<file path="config.mk">
export PLATFORM = sky130hd
export DESIGN_NAME = aire_sequencer
export DESIGN_NICKNAME = d
export VERILOG_FILES = /design/src/rtl/aire_sequencer.sv
export SDC_FILE = /design/constraint.sdc
export NUM_CORES = 1
export LEC_CHECK = 0
export ABC_AREA = 0
export CELL_PAD_IN_SITES_DETAIL_PLACEMENT = 1
export CELL_PAD_IN_SITES_GLOBAL_PLACEMENT = 1
export CORE_AREA = 2 2 71 73
export DETAILED_ROUTE_END_ITERATION = 10
export DIE_AREA = 0 0 73 75
export PLACE_DENSITY = 0.74
export SLEW_MARGIN = 25
export SYNTH_ARGS = -nofsm -noshare
export SYNTH_HDL_FRONTEND = slang
export SYNTH_SLANG_ARGS = --single-unit
export TNS_END_PERCENT = 1
</file>
<file path="constraint.sdc">
create_clock -name clock -period 2.4 [get_ports clock]
set_clock_uncertainty 0.2 [all_clocks]
set_input_delay 0.6 -clock clock [delete_from_list [all_inputs] [get_ports clock]]
set_output_delay 0.6 -clock clock [all_outputs]
set_load 0.03 [all_outputs]
</file>
<file path="src/rtl/aire_sequencer.sv">
// aire_sequencer: compressor/fan sequencer behind the air-conditioner control FSM.
// It ramps the fan gently, keeps the compressor off for a minimum time before a
// restart, and keeps the fan running at Low for a purge period after power-off.
// Optional build macro: AIRE_ECO_EN. When it is defined, the fan is capped at Mid
// and the compressor minimum off-time is doubled.
module aire_sequencer #(
  parameter int RAMP_TICKS  = 4,
  parameter int MIN_OFF     = 16,
  parameter int PURGE_TICKS = 8,
  parameter int CW          = 8
) (
  input  logic       clock,
  input  logic       reset,
  input  logic       on,
  input  logic [1:0] speed_req,
  input  logic       demand,
  output logic [1:0] fan_speed,
  output logic       comp_en,
  output logic [2:0] state
);

  typedef enum logic [2:0] {
    IDLE       = 3'b000,
    FAN        = 3'b001,
    COMP_DELAY = 3'b010,
    RUN        = 3'b011,
    PURGE      = 3'b100
  } state_t;

`ifdef AIRE_ECO_EN
  localparam int OFF_LIMIT = 2 * MIN_OFF;
`else
  localparam int OFF_LIMIT = MIN_OFF;
`endif

  localparam logic [CW-1:0] OFF_MAX    = CW'(OFF_LIMIT);
  localparam logic [CW-1:0] RAMP_LAST  = CW'(RAMP_TICKS - 1);
  localparam logic [CW-1:0] PURGE_LAST = CW'(PURGE_TICKS - 1);

  state_t        state_q, state_d;
  logic [1:0]    fan_d;
  logic          comp_d;
  logic [CW-1:0] ramp_cnt, ramp_d;
  logic [CW-1:0] purge_cnt, purge_d;
  logic [CW-1:0] off_cnt, off_d;
  logic [1:0]    target;
  logic [1:0]    ramp_fan;
  logic [CW-1:0] ramp_nxt;

  assign state = state_q;

  // Effective fan target: 00 means Low; eco builds cap the fan at Mid.
  always_comb begin
    target = (speed_req == 2'b00) ? 2'b01 : speed_req;
`ifdef AIRE_ECO_EN
    if (target == 2'b11) target = 2'b10;
`endif
  end

  // Soft-start ramp: one speed step toward the target every RAMP_TICKS cycles.
  always_comb begin
    // NOTE: every variable gets a default first so no path leaves it unassigned (no latch).
    ramp_fan = fan_speed;
    ramp_nxt = '0;
    if (fan_speed != target) begin
      if (ramp_cnt == RAMP_LAST)
        ramp_fan = (target > fan_speed) ? fan_speed + 2'd1 : fan_speed - 2'd1;
      else
        ramp_nxt = ramp_cnt + CW'(1);
    end
  end

  // Next-state, next-output and counter logic for the sequencer.
  always_comb begin
    state_d = state_q;
    fan_d   = fan_speed;
    comp_d  = comp_en;
    ramp_d  = ramp_cnt;
    purge_d = purge_cnt;

    case (state_q)
      IDLE: begin
        fan_d  = 2'b00;
        comp_d = 1'b0;
        ramp_d = '0;
        if (on) begin
          state_d = FAN;
          fan_d   = 2'b01;
        end
      end

      FAN, COMP_DELAY, RUN: begin
        if (!on) begin
          // Power-off beats any demand change: drop the compressor, fan to Low.
          state_d = PURGE;
          fan_d   = 2'b01;
          comp_d  = 1'b0;
          ramp_d  = '0;
          purge_d = '0;
        end else begin
          fan_d  = ramp_fan;
          ramp_d = ramp_nxt;
          if (state_q == FAN) begin
            if (fan_speed == target && demand) state_d = COMP_DELAY;
          end else if (state_q == COMP_DELAY) begin
            if (!demand) begin
              state_d = FAN;
            end else if (off_cnt == OFF_MAX) begin
              state_d = RUN;
              comp_d  = 1'b1;
            end
          end else begin
            if (!demand) begin
              state_d = FAN;
              comp_d  = 1'b0;
            end
          end
        end
      end

      PURGE: begin
        comp_d = 1'b0;
        fan_d  = 2'b01;
        ramp_d = '0;
        if (on) begin
          state_d = FAN;
          purge_d = '0;
        end else if (purge_cnt == PURGE_LAST) begin
          state_d = IDLE;
          fan_d   = 2'b00;
          purge_d = '0;
        end else begin
          purge_d = purge_cnt + CW'(1);
        end
      end

      default: begin
        // Unused encodings recover to IDLE with everything off.
        state_d = IDLE;
        fan_d   = 2'b00;
        comp_d  = 1'b0;
        ramp_d  = '0;
        purge_d = '0;
      end
    endcase

    // Anti-short-cycle timer: restarts when the compressor drops, saturates at the limit.
    off_d = off_cnt;
    if (comp_en && !comp_d)
      off_d = '0;
    else if (!comp_en && off_cnt < OFF_MAX)
      off_d = off_cnt + CW'(1);
  end

  // State, output and counter registers with asynchronous clear.
  always_ff @(posedge clock or negedge reset) begin
    if (!reset) begin
      state_q   <= IDLE;
      fan_speed <= 2'b00;
      comp_en   <= 1'b0;
      ramp_cnt  <= '0;
      purge_cnt <= '0;
      off_cnt   <= '0;
    end else begin
      // NOTE: non-blocking assignments so every register samples pre-edge values.
      state_q   <= state_d;
      fan_speed <= fan_d;
      comp_en   <= comp_d;
      ramp_cnt  <= ramp_d;
      purge_cnt <= purge_d;
      off_cnt   <= off_d;
    end
  end

endmodule

</file>
==> results of run 1 <==
cells by family after synthesis:
family                     share of synthesized area [%]
and+or+nand+nor                                     26.1
buffers and inverters                               3.77
xor gates and xnor gates                            5.50
DFF                                                 47.2
muxes                                              0.629
AOI/OAI and AO/OA                                   12.1
adders and majority gates                           4.72
flip-flops by register name, summed over array words and instances, names as in the netlist:
signal / flops
fan_speed: 2
purge_cnt: 8
ramp_cnt: 8
off_cnt: 8
state: 3
comp_en: 1
final timing paths:
kind,startpoint,to,depth (start not counted)
worst max-delay path,on,purge_cnt[5]$_DFFE_PN0P_,5
worst max register to register,purge_cnt[0]$_DFFE_PN0P_,purge_cnt[5]$_DFFE_PN0P_,5
worst min register to register,ramp_cnt[0]$_DFF_PN0_,ramp_cnt[0]$_DFF_PN0_,1
worst min-delay path,ramp_cnt[0]$_DFF_PN0_,ramp_cnt[0]$_DFF_PN0_,1
max in group asynchronous,reset,purge_cnt[0]$_DFFE_PN0P_,2
min in group asynchronous,reset,ramp_cnt[5]$_DFF_PN0_,2
area by class of cell:
cell class              instances  area [sq um]  share of cell area [%]
repair buffers                 21           185                    9.66
multi-input cells             128           781                    40.7
clock inverters                 1          5.00                   0.261
inverters                      11          41.3                    2.15
clock buffers                   7          86.3                    4.50
flip-flops and latches         30           751                    39.2
well taps                      54          67.6                    3.52
metrics by stage:
stage / setup WS [ns] / hold WS, ns / instances / setup TNS [ns]
after global placement: -0.170 / 0.274 / 244 / -0.603
after floorplan: 0.212 / 0.104 / 172 / 0
after detailed placement: -0.188 / 0.281 / 244 / -0.766
after global routing: 0.00398 / 0.321 / 252 / 0
final: 0.0521 / 0.285 / 252 / 0
after CTS: 0.0498 / 0.290 / 252 / 0
worst max-delay path, stage by stage:
cell and delay, ns:
clkdlybuf4s50_1 0.44, or3_4 0.34, a211o_1 0.35, or4_1 0.52, o21ai_0 0.09
power breakdown:
group	switching [mW]	internal, mW	total (mW)
registers	0.0185	0.520	0.538
clock network	0.195	0.231	0.426
logic	0.0951	0.0693	0.164
total	0.308	0.820	1.13
per-layer routing:
metal / part of all wire [%] / vias up
met3: 2.2 / 5
met4: 1.8 / 0
met5: 0 / -
met1: 49 / 654
met2: 47 / 17
li1: - / 650
layout by cell type (no fill, tap or decap), types with 2 or more instances in the layout:
master / count
dfrtp_1: 30
nor2_1: 20
nand2_1: 19
inv_1: 11
nand3_1: 11
o21ai_0: 11
clkdlybuf4s50_1: 11
buf_4: 10
a21oi_1: 7
nor2b_1: 6
ha_1: 6
clkbuf_8: 6
xnor2_1: 5
xor2_1: 5
nor3_1: 3
or3_2: 3
and3_1: 3
nor4b_1: 2
nand4_1: 2
nor3b_1: 2
a211oi_1: 2
a31oi_1: 2
==> metrics, run 1 <==
data arrival time of the worst path=2.35 ns; post-cts sizing count=0; post-cts hold buffer count=0; Tcrit/Tclk final=97.8%; FF+latch count, synth=30; Fmax achieved=426 MHz; EDFF count, synth=0; top post-synthesis cells by area=dfrtp_1 47%, ha_1 4.7%, nor2_1 4.7%; pin count of the biggest net entering global routing=31; post-synth top area cell=dfrtp_1; GRT Total Usage=14.8%; layout cells sized above 1=11.1%; YS warnings=0; clock buffer depth=2; GR Util met2=23.5%; final worst path period need=2.35 ns; Worst-Margin Slew=0.582 ns; Critical Setup Path Class=in -> reg; Iter 0 DRT Violations=54; DR vias=1326; M1 GR Usage=19.6%; Max H-tree Level=2; Rows=25; post-layout util=41.1%; worst-skew pair later-pin latency=0.28 ns; drt total wl=3700 um; register area share after synthesis=47.2%; Detail Placement HPWL=2590 um; Leak=0.807 nW; Clk pin slew, worst setup/hold paths=0.07 ns; layer with the highest usage=met2; Hold WC Path Type=reg -> reg; Design Area, Final=0.00192 sq mm; Hold Violations, Final=0; Cell Pwr Density=589 mW/mm^2; Max-Cap Viols=0; global route total overflow=0; fin. max-slew vios=0; DRC viols=0; most numerous cell in the Yosys netlist=dfrtp_1; PortBufs=11; average wire per standard cell=14.7 um; Starting Density=34.1%; Synth top area share=47.2%; drt pass-1 iters=4; Core ar.=0.00466 sq mm; antenna cells=0; ys async rst share=100%; crit-path max FO=5; Max transition margin=60.6%; most frequent cells after synthesis=30 x dfrtp_1, 20 x nor2_1, 19 x nand2_1; Max VDD drop=0.217 mV; worst reg2reg setup slack=0.22 ns; TritonCTS clock tree=built; Syn Inst Count=172; Setup violations, final=0; outcome=finished clean; Final Wtd Congestion=0.779; CP endpoint kind=flop; unrepaired setup endpoints after global routing=no; CTS root buffer=clkbuf_8; Syn Nets=184; remaining antenna violation count=0; met3 Usage GRT=3.35%; area post-placement=0.00183 sq mm; vias in the first global route=1303; Worst Setup Start Kind=input port; cell area after synthesis=0.00159 sq mm; total power=1.13 mW; Main synth FF type=dfrtp_1; final net count=209; Netlist cell types=40; clock sink count=30; area grow syn2layout=20.4%; Die Area=0.00548 sq mm; Required @ worst endpoint=2.40 ns; Top Ports=12; routed vias/inst=5.26; number of buffers added for setup after CTS=0; Layout fillers=541; TritonCTS buffer count=5; average size of a mapped cell=9.25 sq um; Die Ht=75 um; initial antenna violation count=0; global-route wire length before repair=6240 um; die width=73 um
No activity file was read; power rests on OpenSTA's default activity.
==> run 2: changes to the inputs <==
Settings changed: SLEW_MARGIN 25 to not set.
Clock period 2.4 ns to 2.8 ns, I/O delays scaled along.
==> run 2 against run 1 <==
  * First-iteration DRC count increased by 17%
  * Sequential cell count unchanged
  * Setup slack improved by 0.26 ns
  * Via count decreased by 2.4%
  * Critical endpoint is now state[1]
  * Final area decreased by 0.98%
  * Register-to-register slack improved by 0.41 ns
  * Non-clock buffer count decreased by 5
  * Total power decreased by 11%
  * Die area unchanged
==> metrics, run 2 (synthesized netlist as in run 1, its figures left out) <==
Setup WS post-layout=0.313 ns (+0.261 ns); initial antenna violation count=0 (unchanged); Max H-tree Level=2 (unchanged); Core ar.=0.00466 sq mm (unchanged); Required @ worst endpoint=1.90 ns (-0.50 ns); worst-skew pair later-pin latency=0.28 ns (about the same); remaining antenna violation count=0 (unchanged); area grow syn2layout=19.3%; DP Cell Count=239 (-2.0%); Max transition margin=62.3% (+1.7 points); kind of cell adding the most delay to the critical path=buffers and inverters; fin. max-slew vios=0 (unchanged); worst-path cell chain=clkdlybuf4s50_1; pre-CTS setup slack=0.0850 ns (+0.273 ns); Clk pin slew, worst setup/hold paths=0.07 ns (about the same); TritonCTS buffer count=5 (unchanged); Hold WC Path Type=reg -> reg; Hold Violations, Final=0 (unchanged); Die Area=0.00548 sq mm (unchanged); Leak=0.791 nW (-1.9%); data arrival time of the worst path=1.59 ns (-0.76 ns); layout cells sized above 1=9.33% (-1.8 points); PortBufs=11 (unchanged); TritonCTS clock tree=built; Top Ports=12 (unchanged); met3 Usage GRT=3.61% (+0.27 points); max incr delay on CP=0.74 ns (+0.22 ns); Detail Placement HPWL=2410 um (-7.0%); Tcrit/Tclk final=88.8%; Max-Cap Viols=0 (unchanged); drt pass-1 iters=4 (unchanged); Critical Setup Path Class=reg -> out; unrepaired setup endpoints after global routing=no; Iter 0 DRT Violations=63 (+17%); area occupied by multi-input gates=781 sq um (unchanged); DRC viols=0 (unchanged); Rows=25 (unchanged); Largest regs=off_cnt x8, purge_cnt x8, ramp_cnt x8; Worst Setup Start Kind=flop; average wire per standard cell=13.8 um (-6.3%); crit-path max FO=12 (+7); layer with the highest usage=met2; GR Util met2=22.7% (-0.80 points); drt total wl=3400 um (-8.2%); final net count=204 (-2.4%); CP max-delay cell=clkdlybuf4s50_1; post-layout util=40.7% (-0.40 points); Die Ht=75 um (unchanged); vias in the first global route=1293 (-0.77%); post-cts sizing count=0 (unchanged); Design Area, Final=0.00190 sq mm (-0.98%); worst path bufs/invs=1 (unchanged); CP endpoint kind=output port; clock sink count=30 (unchanged); global route total overflow=0 (unchanged); global-route wire length before repair=6080 um (-2.7%); number of buffers added for setup after CTS=0 (unchanged); final worst path period need=2.49 ns; clock buffer depth=2 (unchanged); Fmax achieved=402 MHz; most frequent cells in the layout=30 x dfrtp_1, 20 x nor2_1, 19 x nand2_1; outcome=finished clean; Layout fillers=556 (+2.8%); Cell Pwr Density=527 mW/mm^2 (-11%); Setup violations, final=0 (unchanged); total power=1.00 mW (-11%); post-route insts no fill=247 (-2.0%); CTS root buffer=clkbuf_8; FF+latch area=751 sq um (unchanged); Worst-Margin Slew=0.557 ns (-0.0247 ns); Starting Density=34.1% (unchanged); Final Wtd Congestion=0.750 (-3.7%); M1 GR Usage=18.9% (-0.74 points); post-cts hold buffer count=0 (unchanged); DR vias=1294 (-2.4%); Max VDD drop=0.158 mV (-27%); Setup TNS Final=0 ns (unchanged); pin count of the biggest net entering global routing=31 (unchanged); area post-placement=0.00179 sq mm (-2.1%); Final Hold Slack=0.286 ns (+0.000325 ns); antenna cells=0 (unchanged); most common cell after layout, fill and taps aside=dfrtp_1; GRT Total Usage=14.4% (-0.36 points); die width=73 um (unchanged); routed vias/inst=5.24 (-0.44%)
## run 2: changes by cell type in the layout (fill, tap and decap cells not counted), sizes merged
cell and delta:
clkbuf +1, clkinv -1, buf -5
## run 2: per-layer routing
| layer | up-vias | part of all wire, % |
|---|---|---|
| met4 | 0 | 2.0 |
| met3 | 6 | 2.2 |
| li1 | 638 | - |
| met2 | 15 | 47 |
| met5 | - | 0 |
| met1 | 635 | 49 |
## run 2: final timing paths
kind                            cells past startpoint                  start                       end  slack, ns
worst min-delay path                                1  ramp_cnt[0]$_DFF_PN0_     ramp_cnt[0]$_DFF_PN0_       0.29
worst max-delay path                                1   state[1]$_DFFE_PN0P_                  state[1]       0.31
min in group asynchronous                           2                  reset     ramp_cnt[6]$_DFF_PN0_       0.62
worst max register to register                      4   state[1]$_DFFE_PN0P_  purge_cnt[5]$_DFFE_PN0P_       0.63
worst min register to register                      1  ramp_cnt[0]$_DFF_PN0_     ramp_cnt[0]$_DFF_PN0_       0.29
max in group asynchronous                           2                  reset  purge_cnt[0]$_DFFE_PN0P_       1.50
## run 2: area by class of cell
class,count,area share [%]
timing repair buffer,16,7.78
sequential,30,39.6
multi-input combinational,128,41.1
clock buffer,8,5.80
tap,54,3.56
inverter,11,2.18
## run 2: power by group
| group | switching, mW | internal, mW |
|---|---|---|
| Sequential | 0.0218 | 0.445 |
| Combinational | 0.0735 | 0.0527 |
| Clock | 0.158 | 0.248 |
| Total | 0.254 | 0.746 |
